[src/rtl/ysyx_23060025_pipe_ctrl.sv]
// ysyx_23060025_pipe_ctrl
// Central pipeline sequencer for the five-stage core (IFU/IDU/EXU/LSU/WBU).
// Merges load-use stalls, EXU branch redirects, WBU commit-time traps
// (ecall/mret) and fence.i into per-stage stall/flush controls, one IFU
// redirect port and the icache invalidate handshake.
//
// Ports:
//   clock, reset              system clock, synchronous active-high reset
//   hazard_nop_i              load-use stall request from the conflict unit
//   exu_branch_i/_target_i    taken branch/jump resolved in EXU and its target
//   wbu_trap_i/_target_i      ecall/mret committing, mtvec/mepc target
//   wbu_fencei_i, wbu_pc_i    fence.i committing and PC of the committing insn
//   lsu_busy_i                LSU bus transaction outstanding
//   icache_flush_done_i       icache invalidate complete (1-cycle pulse)
//   stall_{if,id,ex}_o        hold stage registers
//   flush_{id,ex,ls}_o        clear stage valid on the next edge
//   redirect_valid_o/_pc_o    IFU must load the new fetch PC
//   icache_flush_o            icache invalidate request (level)
//   perf_stall_cnt_o          cycles with stall_id_o high   (PIPE_PERF_CNT_EN)
//   perf_flush_cnt_o          cycles with flush_id_o high   (PIPE_PERF_CNT_EN)
//
// Optional feature macro: PIPE_PERF_CNT_EN enables the two performance
// counters and their ports. Control behaviour does not depend on it.
module ysyx_23060025_pipe_ctrl #(
  parameter logic [31:0] RESET_PC = 32'h3000_0000
) (
  input  logic        clock,
  input  logic        reset,
  input  logic        hazard_nop_i,
  input  logic        exu_branch_i,
  input  logic [31:0] exu_branch_target_i,
  input  logic        wbu_trap_i,
  input  logic [31:0] wbu_trap_target_i,
  input  logic        wbu_fencei_i,
  input  logic [31:0] wbu_pc_i,
  input  logic        lsu_busy_i,
  input  logic        icache_flush_done_i,
  output logic        stall_if_o,
  output logic        stall_id_o,
  output logic        stall_ex_o,
  output logic        flush_id_o,
  output logic        flush_ex_o,
  output logic        flush_ls_o,
  output logic        redirect_valid_o,
  output logic [31:0] redirect_pc_o,
`ifdef PIPE_PERF_CNT_EN
  output logic [31:0] perf_stall_cnt_o,
  output logic [31:0] perf_flush_cnt_o,
`endif
  output logic        icache_flush_o
);

  typedef enum logic [1:0] {
    RUN,
    WAIT_LSU,
    FENCE
  } state_t;

  state_t      r_state;
  logic        r_pendFence;
  logic [31:0] r_pendPc;
  logic [31:0] w_fencePc;

  // fence.i resumes at the instruction after itself; 32-bit wrap is intended.
  assign w_fencePc = wbu_pc_i + 32'd4;

  // Sequencer state plus the pending redirect kind/target. Only traps and
  // fence.i leave RUN; a second trap/fence.i outside RUN is ignored because
  // the younger stages are held. pend_pc reloads with RESET_PC on reset,
  // which simply discards any pending target.
  always_ff @(posedge clock) begin
    if (reset) begin
      r_state     <= RUN;
      r_pendFence <= 1'b0;
      r_pendPc    <= RESET_PC;
    end else begin
      case (r_state)
        RUN: begin
          if (wbu_trap_i) begin
            if (lsu_busy_i) begin
              r_pendPc    <= wbu_trap_target_i;
              r_pendFence <= 1'b0;
              r_state     <= WAIT_LSU;
            end
          end else if (wbu_fencei_i) begin
            r_pendPc    <= w_fencePc;
            r_pendFence <= 1'b1;
            r_state     <= lsu_busy_i ? WAIT_LSU : FENCE;
          end
        end
        WAIT_LSU: begin
          if (!lsu_busy_i) begin
            r_state <= r_pendFence ? FENCE : RUN;
          end
        end
        FENCE: begin
          if (icache_flush_done_i) begin
            r_state <= RUN;
          end
        end
        default: r_state <= RUN;
      endcase
    end
  end

  // Output decode, combinational from state and inputs so that branches and
  // idle-LSU traps redirect in the same cycle. Everything is forced low while
  // reset is asserted.
  always_comb begin
    stall_if_o       = 1'b0;
    stall_id_o       = 1'b0;
    stall_ex_o       = 1'b0;
    flush_id_o       = 1'b0;
    flush_ex_o       = 1'b0;
    flush_ls_o       = 1'b0;
    redirect_valid_o = 1'b0;
    redirect_pc_o    = 32'd0;
    icache_flush_o   = 1'b0;
    if (!reset) begin
      case (r_state)
        RUN: begin
          if (wbu_trap_i) begin
            if (!lsu_busy_i) begin
              flush_id_o       = 1'b1;
              flush_ex_o       = 1'b1;
              flush_ls_o       = 1'b1;
              redirect_valid_o = 1'b1;
              redirect_pc_o    = wbu_trap_target_i;
            end
          end else if (wbu_fencei_i) begin
            if (!lsu_busy_i) begin
              flush_id_o = 1'b1;
              flush_ex_o = 1'b1;
              flush_ls_o = 1'b1;
            end
          end else if (exu_branch_i) begin
            // The IDU instruction is younger than the branch, so a
            // coincident load-use stall is moot: it is flushed instead.
            flush_id_o       = 1'b1;
            redirect_valid_o = 1'b1;
            redirect_pc_o    = exu_branch_target_i;
          end else if (hazard_nop_i) begin
            stall_if_o = 1'b1;
            stall_id_o = 1'b1;
            flush_ex_o = 1'b1;
          end
        end
        WAIT_LSU: begin
          stall_if_o = 1'b1;
          stall_id_o = 1'b1;
          stall_ex_o = 1'b1;
          if (!lsu_busy_i) begin
            flush_id_o = 1'b1;
            flush_ex_o = 1'b1;
            flush_ls_o = 1'b1;
            if (!r_pendFence) begin
              redirect_valid_o = 1'b1;
              redirect_pc_o    = r_pendPc;
            end
          end
        end
        FENCE: begin
          stall_if_o = 1'b1;
          if (icache_flush_done_i) begin
            redirect_valid_o = 1'b1;
            redirect_pc_o    = r_pendPc;
          end else begin
            icache_flush_o = 1'b1;
          end
        end
        default: begin
          stall_if_o = 1'b0;
        end
      endcase
    end
  end

`ifdef PIPE_PERF_CNT_EN
  logic [31:0] r_stallCnt;
  logic [31:0] r_flushCnt;

  // Free-running 32-bit event counters, wrapping naturally.
  always_ff @(posedge clock) begin
    if (reset) begin
      r_stallCnt <= 32'd0;
      r_flushCnt <= 32'd0;
    end else begin
      r_stallCnt <= r_stallCnt + {31'd0, stall_id_o};
      r_flushCnt <= r_flushCnt + {31'd0, flush_id_o};
    end
  end

  assign perf_stall_cnt_o = r_stallCnt;
  assign perf_flush_cnt_o = r_flushCnt;
`endif

endmodule

[config.mk]
export PLATFORM = sky130hd
export DESIGN_NAME = ysyx_23060025_pipe_ctrl
export DESIGN_NICKNAME = d
export VERILOG_FILES = /design/src/rtl/ysyx_23060025_pipe_ctrl.sv
export SDC_FILE = /design/constraint.sdc
export NUM_CORES = 1
export LEC_CHECK = 0
export ABC_CLOCK_PERIOD_IN_PS = 3550
export CELL_PAD_IN_SITES_DETAIL_PLACEMENT = 1
export CELL_PAD_IN_SITES_GLOBAL_PLACEMENT = 1
export CORE_ASPECT_RATIO = 1.25
export CORE_MARGIN = 5
export CORE_UTILIZATION = 31
export CTS_CLUSTER_SIZE = 12
export DETAILED_ROUTE_END_ITERATION = 6
export PLACE_DENSITY_LB_ADDON = 0.15
export SYNTH_ARGS = -nofsm -noshare
export SYNTH_HDL_FRONTEND = slang
export SYNTH_SLANG_ARGS = --single-unit
[constraint.sdc]
create_clock -name clock -period 3.55 [get_ports clock]
set_clock_uncertainty 0.15 [all_clocks]
set_input_delay 0.355 -clock clock [delete_from_list [all_inputs] [get_ports clock]]
set_output_delay 0.355 -clock clock [all_outputs]
set_load 0.01 [all_outputs]
**Yosys cells after proc, flatten, opt, wreduce, memory -nomap -nowiden**

Index checks and enable logic that the tools add are counted.

- Equality and inequality tests: 7
- Muxes and demuxes: 57
- Add/subtract/negate cells: 1
- Reduce and logical (&&, ||, !) cells: 5

Operators with widths:

| operator | number |
|---|---|
| $mux 32 | 11 |
| $pmux 32 s3 | 1 |
| $add 32x3->32 const B | 1 |
| $mux 1 | 31 |
| $mux 2 | 7 |
| $pmux 1 s2 | 5 |
| $ne 3x3->1 const B | 2 |
| $pmux 2 s3 | 1 |
| $ne 2x2->1 const B | 2 |
| $reduce_and 4->1 | 1 |
| $pmux 1 s3 | 1 |
| $reduce_and 3->1 | 1 |
| $eq 2x1->1 const B | 1 |
| $eq 2x2->1 const B | 1 |
| $logic_not 2->1 | 1 |
| $ne 2x1->1 const B | 1 |
| $reduce_bool 2->1 | 1 |
| $reduce_or 2->1 | 1 |

- Word-level logic and storage cells: 73
- Output and inout bits: 40
- Register bits after elaboration: 35

**Logic depth before layout (Yosys ltp)**

- Word-level depth: 6
- Depth in mapped cells: 9
- Mapped depth without buffers: 7

**Worst setup path before layout**

No wires, ideal clock.

- Kind: input -> output
- From: input port wbu_trap_i
- To: output port redirect_pc_o[10]
- Path slack: 1.287 ns
- Required time: 3.045 ns
- Stages on the path: 8
- Arrival: 1.758 ns
- Cells stage by stage: buf_2 or2_2 clkbuf_1 nor2_1 buf_2 a22o_1 a22oi_1 nor2_1

- Longest elaborated chain between the ends: 3

RTL lines:

| element | RTL line | RTL |
|---|---|---|
| start, declared | 32 | `input logic wbu_trap_i,` |
| $mux 32 | 122 | `if (wbu_trap_i) begin` |
| $pmux 32 s3 | 120 | `case (r_state)` |
| $mux 32 | 119 | `if (!reset) begin` |
| end, declared | 45 | `output logic [31:0] redirect_pc_o,` |

Every way passes these cells.

**Worst setup path in the final report**

- From: input port wbu_trap_i
- To: output port redirect_pc_o[26]

Same word-level chain as after synthesis.

==> tab_implementation.tex <==
\begin{tabular}{lr}
\hline
Metric & Value \\
\hline
\multicolumn{2}{l}{\textbf{Outcome}} \\
\quad Result of the run & finished clean \\
\multicolumn{2}{l}{\textbf{Synth}} \\
\quad Most frequent cell after synthesis & nor2\_1 \\
\quad Post-synth EDFFs & 0 \\
\quad Share of the yosys chip area belonging to registers & 0.226 \\
\quad Yosys synthesis warning count & 0 \\
\quad FF+latch count, synth & 35 \\
\quad Synthesized area per cell & 7.23 um2 \\
\quad Share of Yosys cell area claimed by the top area cell type & 0.226 \\
\quad Flip-flop cell with the highest count after synthesis & dfxtp\_1 \\
\quad Mapped Nets & 537 \\
\quad Post-synth ARST share & 0 \\
\quad Post-synth cell types & 44 \\
\quad List of most frequent post-synthesis cells & nor2\_1, dfxtp\_1, a22o\_1, a22oi\_1, nand2\_1 \\
\quad Synthesized cell area & 3100 um2 \\
\quad Post-Synthesis Cells & 428 \\
\quad Area leader, netlist & dfxtp\_1 \\
\quad Ranking of synthesized cells by area & dfxtp\_1, a22o\_1, a22oi\_1 \\
\multicolumn{2}{l}{\textbf{Hold path}} \\
\quad Number of instances on the worst hold path & 2 \\
\quad Worst min path class & reg -> reg \\
\quad Worst hold path startpoint & r\_pendPc[9]\$\_SDFFE\_PP0P\_ \\
\quad Endpoint of the worst hold-timing path & r\_pendPc[9]\$\_SDFFE\_PP0P\_ \\
\multicolumn{2}{l}{\textbf{Clocking}} \\
\quad Gates resized, CTS repair & 0 \\
\quad Num Clock Sinks & 35 \\
\quad Number of buffers between clock root and the deepest sink & 2 \\
\quad Cts bufs inserted & 5 \\
\quad Register clock-pin slew on the reported worst setup and hold paths & 0.06 ns \\
\quad Post-CTS setup buffers & 0 \\
\quad \# hold bufs at CTS & 0 \\
\quad Number of H-tree levels & 2 \\
\quad Later-pin clock latency in the skew report & 0.28 ns \\
\quad Root Buffer & clkbuf\_16 \\
\quad TritonCTS clock tree & built \\
\multicolumn{2}{l}{\textbf{Placed design}} \\
\quad Placer congestion estimate & 0.803 \\
\quad Number of port buffers & 143 \\
\quad Placed wire-length estimate & 9780 um \\
\multicolumn{2}{l}{\textbf{Floorplan}} \\
\quad Die outline area & 12100 um2 \\
\quad \# IOs & 144 \\
\quad Core area & 9710 um2 \\
\quad Initial core utilization & 0.319 \\
\quad Die boundary height & 122 um \\
\quad Floorplan row count & 40 \\
\quad DIE WIDTH & 99.4 um \\
\multicolumn{2}{l}{\textbf{Run}} \\
\quad Max-Cap Viols & 0 \\
\multicolumn{2}{l}{\textbf{Power and ir drop}} \\
\quad Cell area power density & 402 nW/um2 \\
\quad Worst voltage drop across the vdd grid & 0.000236 V \\
\quad Leakage power summed over all cells & 1.75 nW \\
\multicolumn{2}{l}{\textbf{Critical path}} \\
\quad Worst Path Class, Setup & in -> out \\
\quad Startpoint of the lowest-slack register-to-register path & r\_state[0]\$\_SDFFE\_PP0P\_ \\
\quad Endpoint of the worst register-to-register path & r\_pendPc[30]\$\_SDFFE\_PP0P\_ \\
\quad Path depth of the worst reg2reg path & 8 \\
\quad CP cell instances & clkdlybuf4s50\_1 -> or2\_2 -> nor2\_2 -> buf\_4 -> a22o\_1 -> a22oi\_1 -> nor2\_1 -> clkdlybuf4s50\_1 \\
\quad Slowest-stage cell, CP & clkdlybuf4s50\_1 \\
\quad Maximum cell stage delay along the critical path & 0.56 ns \\
\quad Worst-path maximum fanout & 20 \\
\quad Critical Path RT & 3.04 ns \\
\quad Number of buffers and inverters on the critical path & 3 \\
\quad Startpoint Class & input pin \\
\quad Most repeated library cell on the critical path & clkdlybuf4s50\_1 \\
\quad Worst setup slack for register-to-register paths & 0.93 ns \\
\quad Dominant delay contributor by cell family on the critical path & buffers and inverters \\
\quad Type of destination of the critical path & output port \\
\quad Worst Path Arrival & 2.54 ns \\
\multicolumn{2}{l}{\textbf{Detailed routing}} \\
\quad Iteration-0 DRC count of the detailed router & 156 \\
\quad Via Count & 3783 \\
\quad Routed via count divided by cell count & 5.56 \\
\quad Post-detailed-route wirelength per cell & 19.0 um \\
\quad Total wirelength of the detailed-routed design & 13000 um \\
\quad Final ANT Viol Nets & 0 \\
\quad Total iterations of the first detailed-routing run & 6 \\
\quad DRC violations left & 0 \\
\multicolumn{2}{l}{\textbf{STA}} \\
\quad RSZ-0062 raised after global routing & false \\
\quad Final critical-path required period & 3.05 ns \\
\quad Setup violation total in the final timing report & 0 \\
\quad Share of the clock period used by the worst path & 0.858 \\
\quad Hold\_ws & 0.310 ns \\
\quad Transition time at the pin with the least slew margin & 0.734 ns \\
\quad Setup TNS Final & 0 ns \\
\quad Highest achievable clock rate & 328 MHz \\
\quad Number of endpoints with negative hold slack in the final report & 0 \\
\quad Slew HR & 0.511 \\
\quad Fin. max-slew vios & 0 \\
\multicolumn{2}{l}{\textbf{Final layout}} \\
\quad Antenna diode count & 0 \\
\quad P\&R area growth vs syn & 54.7\% \\
\quad Total of fill cells in the finished design & 1208 \\
\quad Number of nets at the end of the flow & 663 \\
\quad Share of layout cells above drive strength 1 & 0.0685 \\
\multicolumn{2}{l}{\textbf{GRT}} \\
\quad Global-route wire length before repair & 20500 um \\
\quad Remaining Overflow, GRT & 0 \\
\quad Global-route usage over all layers & 0.210 \\
\quad Vias in the first global route & 3982 \\
\quad Number of antenna violations at the first check in global routing & 0 \\
\quad Maximum number of pins on one net before global-route repair & 45 \\
\hline
\end{tabular}
## cell usage in the layout (no fill, tap or decap), drive strengths merged, types with 7 or more instances in the layout
cell type	synthesis	routed
nor3	11	11
nand2	28	28
a21oi	21	21
xor2	8	8
nand3	20	20
and3	12	12
a22o	33	33
clkbuf	22	7
clkdlybuf4s50	0	142
dfxtp	35	35
nor4	7	7
xnor2	17	17
inv	14	14
a22oi	32	32
buf	16	15
a31oi	8	8
nand3b	12	12
a211oi	11	11
nor2	53	53
o21ai	20	20
## stage by stage
step	area, um2	power [mW]	worst slack (ns)	instances	utilization
after floorplan	3100	1.03	1.29	428	-
after global placement	4630	1.43	0.562	673	0.477
after detailed placement	4630	1.45	0.503	673	0.477
after CTS	4790	1.94	0.491	681	0.493
after global routing	4790	2.04	0.366	681	0.493
final	4790	1.92	0.504	681	0.493
## flip-flops by register name, indices dropped and copies added, names as in the netlist
signal,cells
r_pendFence,1
r_pendPc,32
r_state,2
## logic make-up after synthesis
family,synth area share
AO/OA/AOI/OAI,0.324
AND/OR/NAND/NOR,0.286
buffers and inverters,0.0691
flip-flops,0.226
multiplexers,0.00323
XOR/XNOR,0.0707
adder cells (fa/ha/maj),0.0202
## final cells by class
cell class                 instances  area, um2  share of cell area
inverter                          14       52.6              0.0110
tap                              126        158              0.0329
multi-input combinational        341       2190               0.456
clock buffer                       7        153              0.0319
clock inverter                     1       7.51             0.00157
sequential                        35        701               0.146
timing repair buffer             157       1530               0.320
## worst min-delay path, stage by stage (launching register included)
cell     delay [ns]
dfxtp_1        0.31
nand2_1        0.05
a21oi_1        0.05
## worst max-delay path by stage
stage / from / to / slack, ns / cells after the start
finish: wbu_trap_i / redirect_pc_o[26] / 0.50 / 8
global route: wbu_trap_i / redirect_pc_o[25] / 0.37 / 8
CTS: wbu_trap_i / redirect_pc_o[12] / 0.49 / 8
detailed placement: wbu_trap_i / redirect_pc_o[12] / 0.50 / 8
global placement: wbu_trap_i / redirect_pc_o[27] / 0.56 / 8
floorplan: wbu_trap_i / redirect_pc_o[10] / 1.29 / 8
## power breakdown
part           internal (mW)  switching (mW)  total, mW
combinational          0.416           0.506      0.922
sequential             0.473          0.0516      0.524
clock                  0.299           0.180      0.478
## layer usage
layer,vias up,track usage,share of wire,wire length [um]
li1,1836,-,-,-
met1,1824,0.251,0.41,5350
met2,107,0.383,0.52,6730
met3,16,0.0372,0.050,650
met4,0,0.0598,0.017,217
met5,-,0,0,0
Power figures use the tool's default switching activity.
